--- src/rtl/fifo_mr_seq.sv ---
// Tile sequencer for the shared-write, multi-read PE FIFO: clears the FIFO,
// admits tile_len words, turns per-reader requests into pops, pulses done.
module fifo_mr_seq #(
   parameter int unsigned RD_NUM    = 4,
   parameter int unsigned LEN_WIDTH = 16
) (
   input  logic                 clk,
   input  logic                 rst_n,
   input  logic                 start,
   input  logic [LEN_WIDTH-1:0] tile_len,
   output logic                 busy,
   output logic                 done,
   input  logic                 in_valid,
   output logic                 in_ready,
   output logic                 fifo_reset,
   output logic                 fifo_push,
   input  logic                 fifo_full,
   input  logic [RD_NUM-1:0]    fifo_empty,
   output logic [RD_NUM-1:0]    fifo_pop,
   input  logic [RD_NUM-1:0]    rd_req,
   output logic [RD_NUM-1:0]    rd_valid
);

   typedef enum logic [1:0] {
      S_IDLE  = 2'd0,
      S_CLEAR = 2'd1,
      S_RUN   = 2'd2,
      S_DONE  = 2'd3
   } state_e;

   state_e                state_q, state_d;
   logic [LEN_WIDTH-1:0]  len_q, len_d;
   logic [LEN_WIDTH-1:0]  wr_cnt_q, wr_cnt_d;
   logic [LEN_WIDTH-1:0]  rd_cnt_q [RD_NUM];
   logic [LEN_WIDTH-1:0]  rd_cnt_d [RD_NUM];
   logic                  busy_q, busy_d;
   logic                  done_q, done_d;
   logic                  fifo_reset_q, fifo_reset_d;
   logic [RD_NUM-1:0]     rd_valid_q, rd_valid_d;

   logic                  run_c;
   logic                  wr_open_c;
   logic                  push_c;
   logic                  all_rd_done_c;
   logic [RD_NUM-1:0]     pop_c;

   // Write side: admit words until len_q have been pushed, honouring full.
   always_comb begin
      run_c     = (state_q == S_RUN);
      wr_open_c = (wr_cnt_q != len_q);
      push_c    = run_c && wr_open_c && !fifo_full && in_valid;
   end

   // Read side: each reader pops independently until it has len_q words.
   always_comb begin
      pop_c         = '0;
      all_rd_done_c = 1'b1;
      for (int i = 0; i < int'(RD_NUM); i++) begin
         pop_c[i] = run_c && rd_req[i] && !fifo_empty[i] && (rd_cnt_q[i] != len_q);
         if (rd_cnt_q[i] != len_q) begin
            all_rd_done_c = 1'b0;
         end
      end
   end

   // Word counters, cleared in CLEAR so a new tile starts from zero.
   always_comb begin
      wr_cnt_d = wr_cnt_q;
      for (int i = 0; i < int'(RD_NUM); i++) begin
         rd_cnt_d[i] = rd_cnt_q[i];
      end
      if (state_q == S_CLEAR) begin
         wr_cnt_d = '0;
         for (int i = 0; i < int'(RD_NUM); i++) begin
            rd_cnt_d[i] = '0;
         end
      end else begin
         if (push_c) begin
            wr_cnt_d = wr_cnt_q + LEN_WIDTH'(1);
         end
         for (int i = 0; i < int'(RD_NUM); i++) begin
            if (pop_c[i]) begin
               rd_cnt_d[i] = rd_cnt_q[i] + LEN_WIDTH'(1);
            end
         end
      end
   end

   // Next state and registered output decode.
   always_comb begin
      state_d      = state_q;
      len_d        = len_q;
      busy_d       = 1'b0;
      done_d       = 1'b0;
      fifo_reset_d = 1'b0;
      rd_valid_d   = pop_c;

      unique case (state_q)
         S_IDLE: begin
            if (start) begin
               len_d   = tile_len;
               state_d = S_CLEAR;
            end
         end
         S_CLEAR: begin
            state_d = (len_q == '0) ? S_DONE : S_RUN;
         end
         S_RUN: begin
            if (!wr_open_c && all_rd_done_c) begin
               state_d = S_DONE;
            end
         end
         S_DONE: begin
            state_d = S_IDLE;
         end
         default: begin
            state_d = S_IDLE;
         end
      endcase

      busy_d       = (state_d == S_CLEAR) || (state_d == S_RUN);
      done_d       = (state_d == S_DONE);
      fifo_reset_d = (state_d == S_CLEAR);
   end

   always_ff @(posedge clk or negedge rst_n) begin
      if (!rst_n) begin
         state_q      <= S_IDLE;
         len_q        <= '0;
         wr_cnt_q     <= '0;
         busy_q       <= 1'b0;
         done_q       <= 1'b0;
         fifo_reset_q <= 1'b0;
         rd_valid_q   <= '0;
         for (int i = 0; i < int'(RD_NUM); i++) begin
            rd_cnt_q[i] <= '0;
         end
      end else begin
         state_q      <= state_d;
         len_q        <= len_d;
         wr_cnt_q     <= wr_cnt_d;
         busy_q       <= busy_d;
         done_q       <= done_d;
         fifo_reset_q <= fifo_reset_d;
         rd_valid_q   <= rd_valid_d;
         for (int i = 0; i < int'(RD_NUM); i++) begin
            rd_cnt_q[i] <= rd_cnt_d[i];
         end
      end
   end

   assign busy       = busy_q;
   assign done       = done_q;
   assign fifo_reset = fifo_reset_q;
   assign rd_valid   = rd_valid_q;
   assign in_ready   = run_c && wr_open_c && !fifo_full;
   assign fifo_push  = push_c;
   assign fifo_pop   = pop_c;

endmodule

--- config.mk ---
export PLATFORM = sky130hd
export DESIGN_NAME = fifo_mr_seq
export DESIGN_NICKNAME = d
export VERILOG_FILES = /design/src/rtl/fifo_mr_seq.sv
export SDC_FILE = /design/constraint.sdc
export NUM_CORES = 1
export LEC_CHECK = 0
export CORE_AREA = 4 4 125 127
export CTS_BUF_LIST = sky130_fd_sc_hd__clkbuf_4 sky130_fd_sc_hd__clkbuf_8
export CTS_CLUSTER_DIAMETER = 150
export DETAILED_ROUTE_END_ITERATION = 12
export DIE_AREA = 0 0 129 131
export SLEW_MARGIN = 40
export SYNTH_ARGS = -nofsm -noshare
export SYNTH_HDL_FRONTEND = slang
export SYNTH_SLANG_ARGS = --single-unit
--- constraint.sdc ---
create_clock -name clk -period 2.3 [get_ports clk]
set_input_delay 0.23 -clock clk [delete_from_list [all_inputs] [get_ports clk]]
set_output_delay 0.23 -clock clk [all_outputs]
set_load 0.05 [all_outputs]
* After elaboration in Yosys (flattened, before gate mapping)
Cells that the tools add are included.
** Cells by class
- Eq/ne operators :: 11
- Add/subtract/negate cells :: 5
- Reduce and logical (&&, ||, !) cells :: 31
- Muxes and demuxes :: 15
** Operator list (count)
- $mux 16 :: 6
- $add 16x1->16 const B :: 5
- $ne 16x16->1 :: 5
- $mux 64 :: 1
- $logic_and 1x1->1 :: 16
- $logic_not 16->1 :: 1
- $reduce_bool 2->1 :: 5
- $eq 2x2->1 const B :: 4
- $pmux 2 s4 :: 1
- $logic_not 1->1 :: 6
- $mux 1 :: 5
- $eq 2x1->1 const B :: 2
- $mux 2 :: 2
- $logic_not 2->1 :: 1
- $reduce_and 2->1 :: 1
- $logic_or 1x1->1 :: 1
** Storage, ports and cells
- Input port bits :: 29
- Flip-flop bits (word level) :: 105

* Logic depth before layout (Yosys ltp)
Gate-level depths: netlist of the first run.
- Depth in word-level cells :: 10
- Depth in mapped cells :: 9
- Depth with buffers taken out :: 8

* Worst setup path before layout of the first run
No wires, ideal clock.
- Path kind :: reg2reg
- From :: reg len_q[13]
- To :: reg rd_cnt_q[53] (netlist bit)
- Stages on the path, launching flop included :: 9
- Data arrival time :: 2.246 ns
- Setup time :: 0.120 ns
- Path buffers :: 2
- Slack :: -0.066 ns
- Cells stage by stage :: dfrtp_1 -> buf_4 -> xor2_1 -> nor4_1 -> and4_1 -> buf_4 -> nor2_1 -> a211oi_1 -> a31o_1
** On the way
- Longest elaborated chain between the ends :: 3
** Ends and longest elaborated chain
- start: declaration :: line 32 : logic [LEN_WIDTH-1:0] len_q, len_d;
- start signal: assignment :: line 140 : len_q <= len_d;
- $ne 16x16->1 :: line 59 : pop_c[i] = run_c && rd_req[i] && !fifo_empty[i] && (rd_cnt_q[i] != len_q);
- $logic_and 1x1->1 :: line 59
- via fifo_pop[0] :: line 19 : output logic [RD_NUM-1:0] fifo_pop,
- $reduce_bool 2->1 (no line)
- end signal: indexed assignment :: line 147 : rd_cnt_q[i] <= rd_cnt_d[i];
- end: declaration :: line 34 : logic [LEN_WIDTH-1:0] rd_cnt_q [RD_NUM];
The timed path passes the listed nets, and every way through them passes these cells.
A chain may end at the register's enable or synchronous reset.

* Worst setup path in the final report of the first run
- From :: reg len_q[1]
- To :: out fifo_pop[3]
** On the way
- Longest elaborated chain between the ends :: 2
** Ends and longest elaborated chain (line)
- $ne 16x16->1 :: 59
- $logic_and 1x1->1 :: 59
- end: declaration :: 19
Every way passes these cells.

==> results of run 1 <==
==> worst max-delay path: cells and delay by family (launching register included) <==
family	cells	cell delay, ps
flip-flops	1	440
buffers and inverters	4	490
XOR/XNOR	1	170
AND/OR/NAND/NOR	3	630
==> final timing paths <==
kind,slack (ps),depth (start not counted),to
setup / recovery,-60,8,fifo_pop[3]
setup reg to reg,-30,9,busy
hold reg to reg,600,2,rd_cnt_q[15]
max in group asynchronous,1360,3,len_q[11]
hold / removal,320,2,rd_cnt_q[35]
min in group clk,450,2,len_q[15]
==> kinds of logic (layout without fill, tap and decap cells) <==
kind of cell,after synthesis,count (layout),synth area share
and+or+nand+nor,276,276,0.2384
xor gates and xnor gates,117,117,0.1606
DFF,105,105,0.4118
buffers and inverters,60,181,0.05431
AOI/OAI and AO/OA,49,49,0.05118
muxes,35,35,0.06216
adders and majority gates,11,11,0.02157
==> registers in the layout, summed over array words and instances, names as in the netlist <==
signal / cells
len_q: 16
done: 1
rd_cnt_q: 64
busy: 1
wr_cnt_q: 16
rd_valid: 4
state_q: 2
fifo_reset: 1
==> what timing repair did <==
item / 4_1_cts / 5_1_grt
hold buffers: 1 / 0
gates resized for setup: 46 / 31
endpoints found under the setup margin: 11 / 25
endpoints found under the hold margin: 31 / 0
buffers inserted: 20 / 28
cloned: 0 / 0
pin swaps: 13 / 24
==> layer usage <==
layer / GRT usage / wire [um] / up-vias
met5: 0 / 0 / -
met4: 0.06362 / 322 / 0
met3: 0.03902 / 704 / 25
met2: 0.3378 / 8322 / 121
met1: 0.2810 / 7691 / 2571
li1: - / - / 2511
==> synthesized netlist by cell type, types with 2 or more instances <==
master,count
sky130_fd_sc_hd__and2_1,3
sky130_fd_sc_hd__a21oi_1,20
sky130_fd_sc_hd__a211oi_1,2
sky130_fd_sc_hd__or4_1,8
sky130_fd_sc_hd__nand2_1,21
sky130_fd_sc_hd__nor4_2,2
sky130_fd_sc_hd__xnor2_1,42
sky130_fd_sc_hd__nor4_1,27
sky130_fd_sc_hd__buf_2,7
sky130_fd_sc_hd__inv_1,21
sky130_fd_sc_hd__and4_1,8
sky130_fd_sc_hd__clkbuf_1,12
sky130_fd_sc_hd__xor2_1,75
sky130_fd_sc_hd__nand4_1,31
sky130_fd_sc_hd__nor4b_1,2
sky130_fd_sc_hd__o31ai_1,7
sky130_fd_sc_hd__nand2b_1,2
sky130_fd_sc_hd__nand3_1,32
sky130_fd_sc_hd__and3_1,8
sky130_fd_sc_hd__o21ai_0,6
sky130_fd_sc_hd__dfrtp_1,105
sky130_fd_sc_hd__nor2b_1,19
sky130_fd_sc_hd__nand3b_1,8
sky130_fd_sc_hd__mux2_1,16
sky130_fd_sc_hd__mux2_2,17
sky130_fd_sc_hd__nor2_1,79
sky130_fd_sc_hd__ha_1,11
sky130_fd_sc_hd__a21bo_1,3
sky130_fd_sc_hd__buf_6,11
sky130_fd_sc_hd__nor3_1,13
sky130_fd_sc_hd__a31o_1,4
sky130_fd_sc_hd__buf_4,8
sky130_fd_sc_hd__or3_1,4
==> where the power goes <==
part           switching (mW)  internal [mW]  total [mW]
Combinational            1.77           1.70        3.47
Sequential              0.467           2.15        2.62
Clock                   0.664          0.679        1.34
Total                    2.91           4.53        7.43
==> final cells by class <==
cell class | count | area share
multi-input combinational | 488 | 0.4464
sequential | 105 | 0.3226
timing repair buffer | 143 | 0.1634
tap | 184 | 0.02807
clock buffer | 11 | 0.01846
inverter | 22 | 0.01099
clock inverter | 5 | 0.01007
==> flow_results.xml, run 1 <==
<?xml version="1.0" encoding="UTF-8"?>
<metrics>
  <group name="run_status">
    <metric name="status" unit="">finished, violations left</metric>
    <metric name="violations" unit="">negative setup slack</metric>
  </group>
  <group name="sta">
    <metric name="worst_clock_skew" unit="ps">22.19</metric>
    <metric name="final.hold.worst_slack" unit="ps">316.9</metric>
    <metric name="post-route-min-period" unit="ps">2356</metric>
    <metric name="worst_slew_slack_as_a_fraction_of_its_limit" unit="">0.6638</metric>
    <metric name="fraction_of_the_cycle_the_final_worst_path_needs" unit="">1.024</metric>
    <metric name="setup_violations" unit="">5</metric>
    <metric name="unrepaired_setup_endpoints_after_global_routing" unit="">yes</metric>
    <metric name="max_freq" unit="MHz">424.4</metric>
    <metric name="worst_slew_pin_slew" unit="ps">502.7</metric>
    <metric name="setup_slack_after_layout" unit="ps">-56.10</metric>
    <metric name="final-max-slew-violation-count" unit="">0</metric>
    <metric name="timing_hold_violations_final" unit="">0</metric>
    <metric name="totalNegativeSetupSlack" unit="ps">-133.7</metric>
  </group>
  <group name="cts">
    <metric name="clk_latency" unit="ps">400</metric>
    <metric name="clock_sinks" unit="">105</metric>
    <metric name="cts.reportedPaths.clkPinSlew" unit="ps">120</metric>
    <metric name="cts_root_buf" unit="">sky130_fd_sc_hd__clkbuf_8</metric>
    <metric name="clock_path_buffers" unit="">2</metric>
    <metric name="h-tree-depth" unit="">3</metric>
    <metric name="cts_buffers" unit="">9</metric>
    <metric name="tritoncts" unit="">yes</metric>
  </group>
  <group name="placed_design">
    <metric name="place.gp.congestion" unit="">0.8772</metric>
    <metric name="pre_cts_slack" unit="ps">-93.93</metric>
    <metric name="dp.cells" unit="">894</metric>
    <metric name="place_hpwl" unit="um">11880</metric>
    <metric name="post_place_cell_area" unit="mm^2">0.007273</metric>
    <metric name="port_buffers" unit="">41</metric>
  </group>
  <group name="synth">
    <metric name="cell_taking_the_most_area_after_synthesis" unit="">sky130_fd_sc_hd__dfrtp_1</metric>
    <metric name="post_synthesis_sequential_area_ratio" unit="">0.4118</metric>
    <metric name="synthesis.yosys.warnings" unit="">0</metric>
    <metric name="synth_enable_flop_cells" unit="">0</metric>
    <metric name="post_synth_inst_count" unit="">653</metric>
    <metric name="synthesis.area" unit="mm^2">0.006381</metric>
    <metric name="yosys.area.top_type_share" unit="">0.4118</metric>
    <metric name="postSynth.asyncResetShare" unit="">1.000</metric>
    <metric name="syn_avg_cell_area" unit="um^2">9.772</metric>
    <metric name="ys_ff_latch" unit="">105</metric>
    <metric name="synth_area_leaders" unit="">sky130_fd_sc_hd__dfrtp_1 (41%), sky130_fd_sc_hd__xor2_1 (10%), sky130_fd_sc_hd__xnor2_1 (5.8%), sky130_fd_sc_hd__nor2_1 (4.6%), sky130_fd_sc_hd__nand4_1 (3.0%)</metric>
    <metric name="dominantRegCellSynth" unit="">sky130_fd_sc_hd__dfrtp_1</metric>
    <metric name="synthesis.nets" unit="">693</metric>
    <metric name="synth_cell_types" unit="">52</metric>
  </group>
  <group name="route">
    <metric name="detailedRoute.firstPassIterationCount" unit="">7</metric>
    <metric name="drt_iter0_markers" unit="">302</metric>
    <metric name="route.vias.total" unit="">5228</metric>
    <metric name="antenna_violating_nets_post_route" unit="">0</metric>
    <metric name="route.final.wire_length" unit="um">17040</metric>
    <metric name="viasPerCell" unit="">5.457</metric>
    <metric name="drc" unit="">0</metric>
    <metric name="drt-wirelength-per-cell" unit="um">17.79</metric>
  </group>
  <group name="setup_path">
    <metric name="worst-endpoint-arrival" unit="ps">2130</metric>
    <metric name="critical-path-top-cell-by-count" unit="">sky130_fd_sc_hd__buf_6</metric>
    <metric name="reg2reg_from" unit="">len_q[1]</metric>
    <metric name="required" unit="ps">2070</metric>
    <metric name="critPathKind" unit="">flop to primary output</metric>
    <metric name="cp_slowest_stage_delay" unit="ps">440</metric>
    <metric name="critical_path_peak_fanout" unit="">4</metric>
    <metric name="cp-startpoint" unit="">len_q[1]</metric>
    <metric name="crit_path_cell_trace" unit="">buf_6 &gt; xor2_2 &gt; nor4_2 &gt; nand4_1 &gt; buf_6 &gt; nand2_8 &gt; inv_8 &gt; buf_12</metric>
    <metric name="critical_path.endpoint_type" unit="">primary output</metric>
    <metric name="cp-start-kind" unit="">flop</metric>
    <metric name="critical-path-slowest-cell" unit="">sky130_fd_sc_hd__dfrtp_1</metric>
  </group>
  <group name="layout">
    <metric name="area_growth" unit="%">28.51</metric>
    <metric name="final_common_cell" unit="">sky130_fd_sc_hd__dfrtp_1</metric>
    <metric name="final-seq-area" unit="mm^2">0.002645</metric>
    <metric name="layout.filler_cells" unit="">1235</metric>
    <metric name="diodes_inserted" unit="">0</metric>
    <metric name="final_cell_area" unit="mm^2">0.008200</metric>
    <metric name="finalNonFillerCells" unit="">958</metric>
    <metric name="commonest_non_fill_non_tap_cells_in_the_layout" unit="">sky130_fd_sc_hd__dfrtp_1 (91), sky130_fd_sc_hd__buf_4 (86), sky130_fd_sc_hd__nor2_1 (76)</metric>
    <metric name="final_cell_utilization_of_the_core" unit="">0.5685</metric>
    <metric name="design.final.nets" unit="">809</metric>
    <metric name="multiInputGateArea" unit="mm^2">0.003661</metric>
    <metric name="layout-drive-gt1-share" unit="">0.2674</metric>
  </group>
  <group name="global_routing">
    <metric name="antenna_found_initial" unit="">0</metric>
    <metric name="number_of_global_route_vias_before_repair" unit="">5116</metric>
    <metric name="globalRouteTotalUtil" unit="">0.2071</metric>
    <metric name="globalRouteOverflowTotal" unit="">0</metric>
    <metric name="grt_start_max_net_pins" unit="">106</metric>
    <metric name="grt_pass1_wl" unit="um">27230</metric>
  </group>
  <group name="die">
    <metric name="die_height" unit="um">131</metric>
    <metric name="pin_count" unit="">42</metric>
    <metric name="fp.dieArea" unit="mm^2">0.01690</metric>
    <metric name="core_area" unit="mm^2">0.01442</metric>
    <metric name="rows" unit="">44</metric>
    <metric name="start_util" unit="">0.4424</metric>
    <metric name="fp.dieW" unit="um">129</metric>
  </group>
  <group name="flow_run">
    <metric name="maxCapViolCount" unit="">0</metric>
  </group>
  <group name="power_and_ir_drop">
    <metric name="cellPowerDensity" unit="mW/mm^2">906.3</metric>
    <metric name="report.power.total" unit="mW">7.432</metric>
    <metric name="leakage_power_total" unit="nW">3.601</metric>
    <metric name="worst_ir_drop_vdd" unit="mV">0.4457</metric>
  </group>
  <group name="hold_path">
    <metric name="hold_class" unit="">input pin to async pin</metric>
  </group>
</metrics>
(Power assumes the default switching activity.)
==> run 2: changes to the inputs <==
--- a/config.mk
+++ b/config.mk
@@ -10,6 +10,7 @@
 export CTS_CLUSTER_DIAMETER = 150
 export DETAILED_ROUTE_END_ITERATION = 12
 export DIE_AREA = 0 0 129 131
+export GPL_ROUTABILITY_DRIVEN = 0
 export SLEW_MARGIN = 40
 export SYNTH_ARGS = -nofsm -noshare
 export SYNTH_HDL_FRONTEND = slang
==> results of run 2 <==
Same layout as run 1: the final DEF is identical, and so are final timing and power.
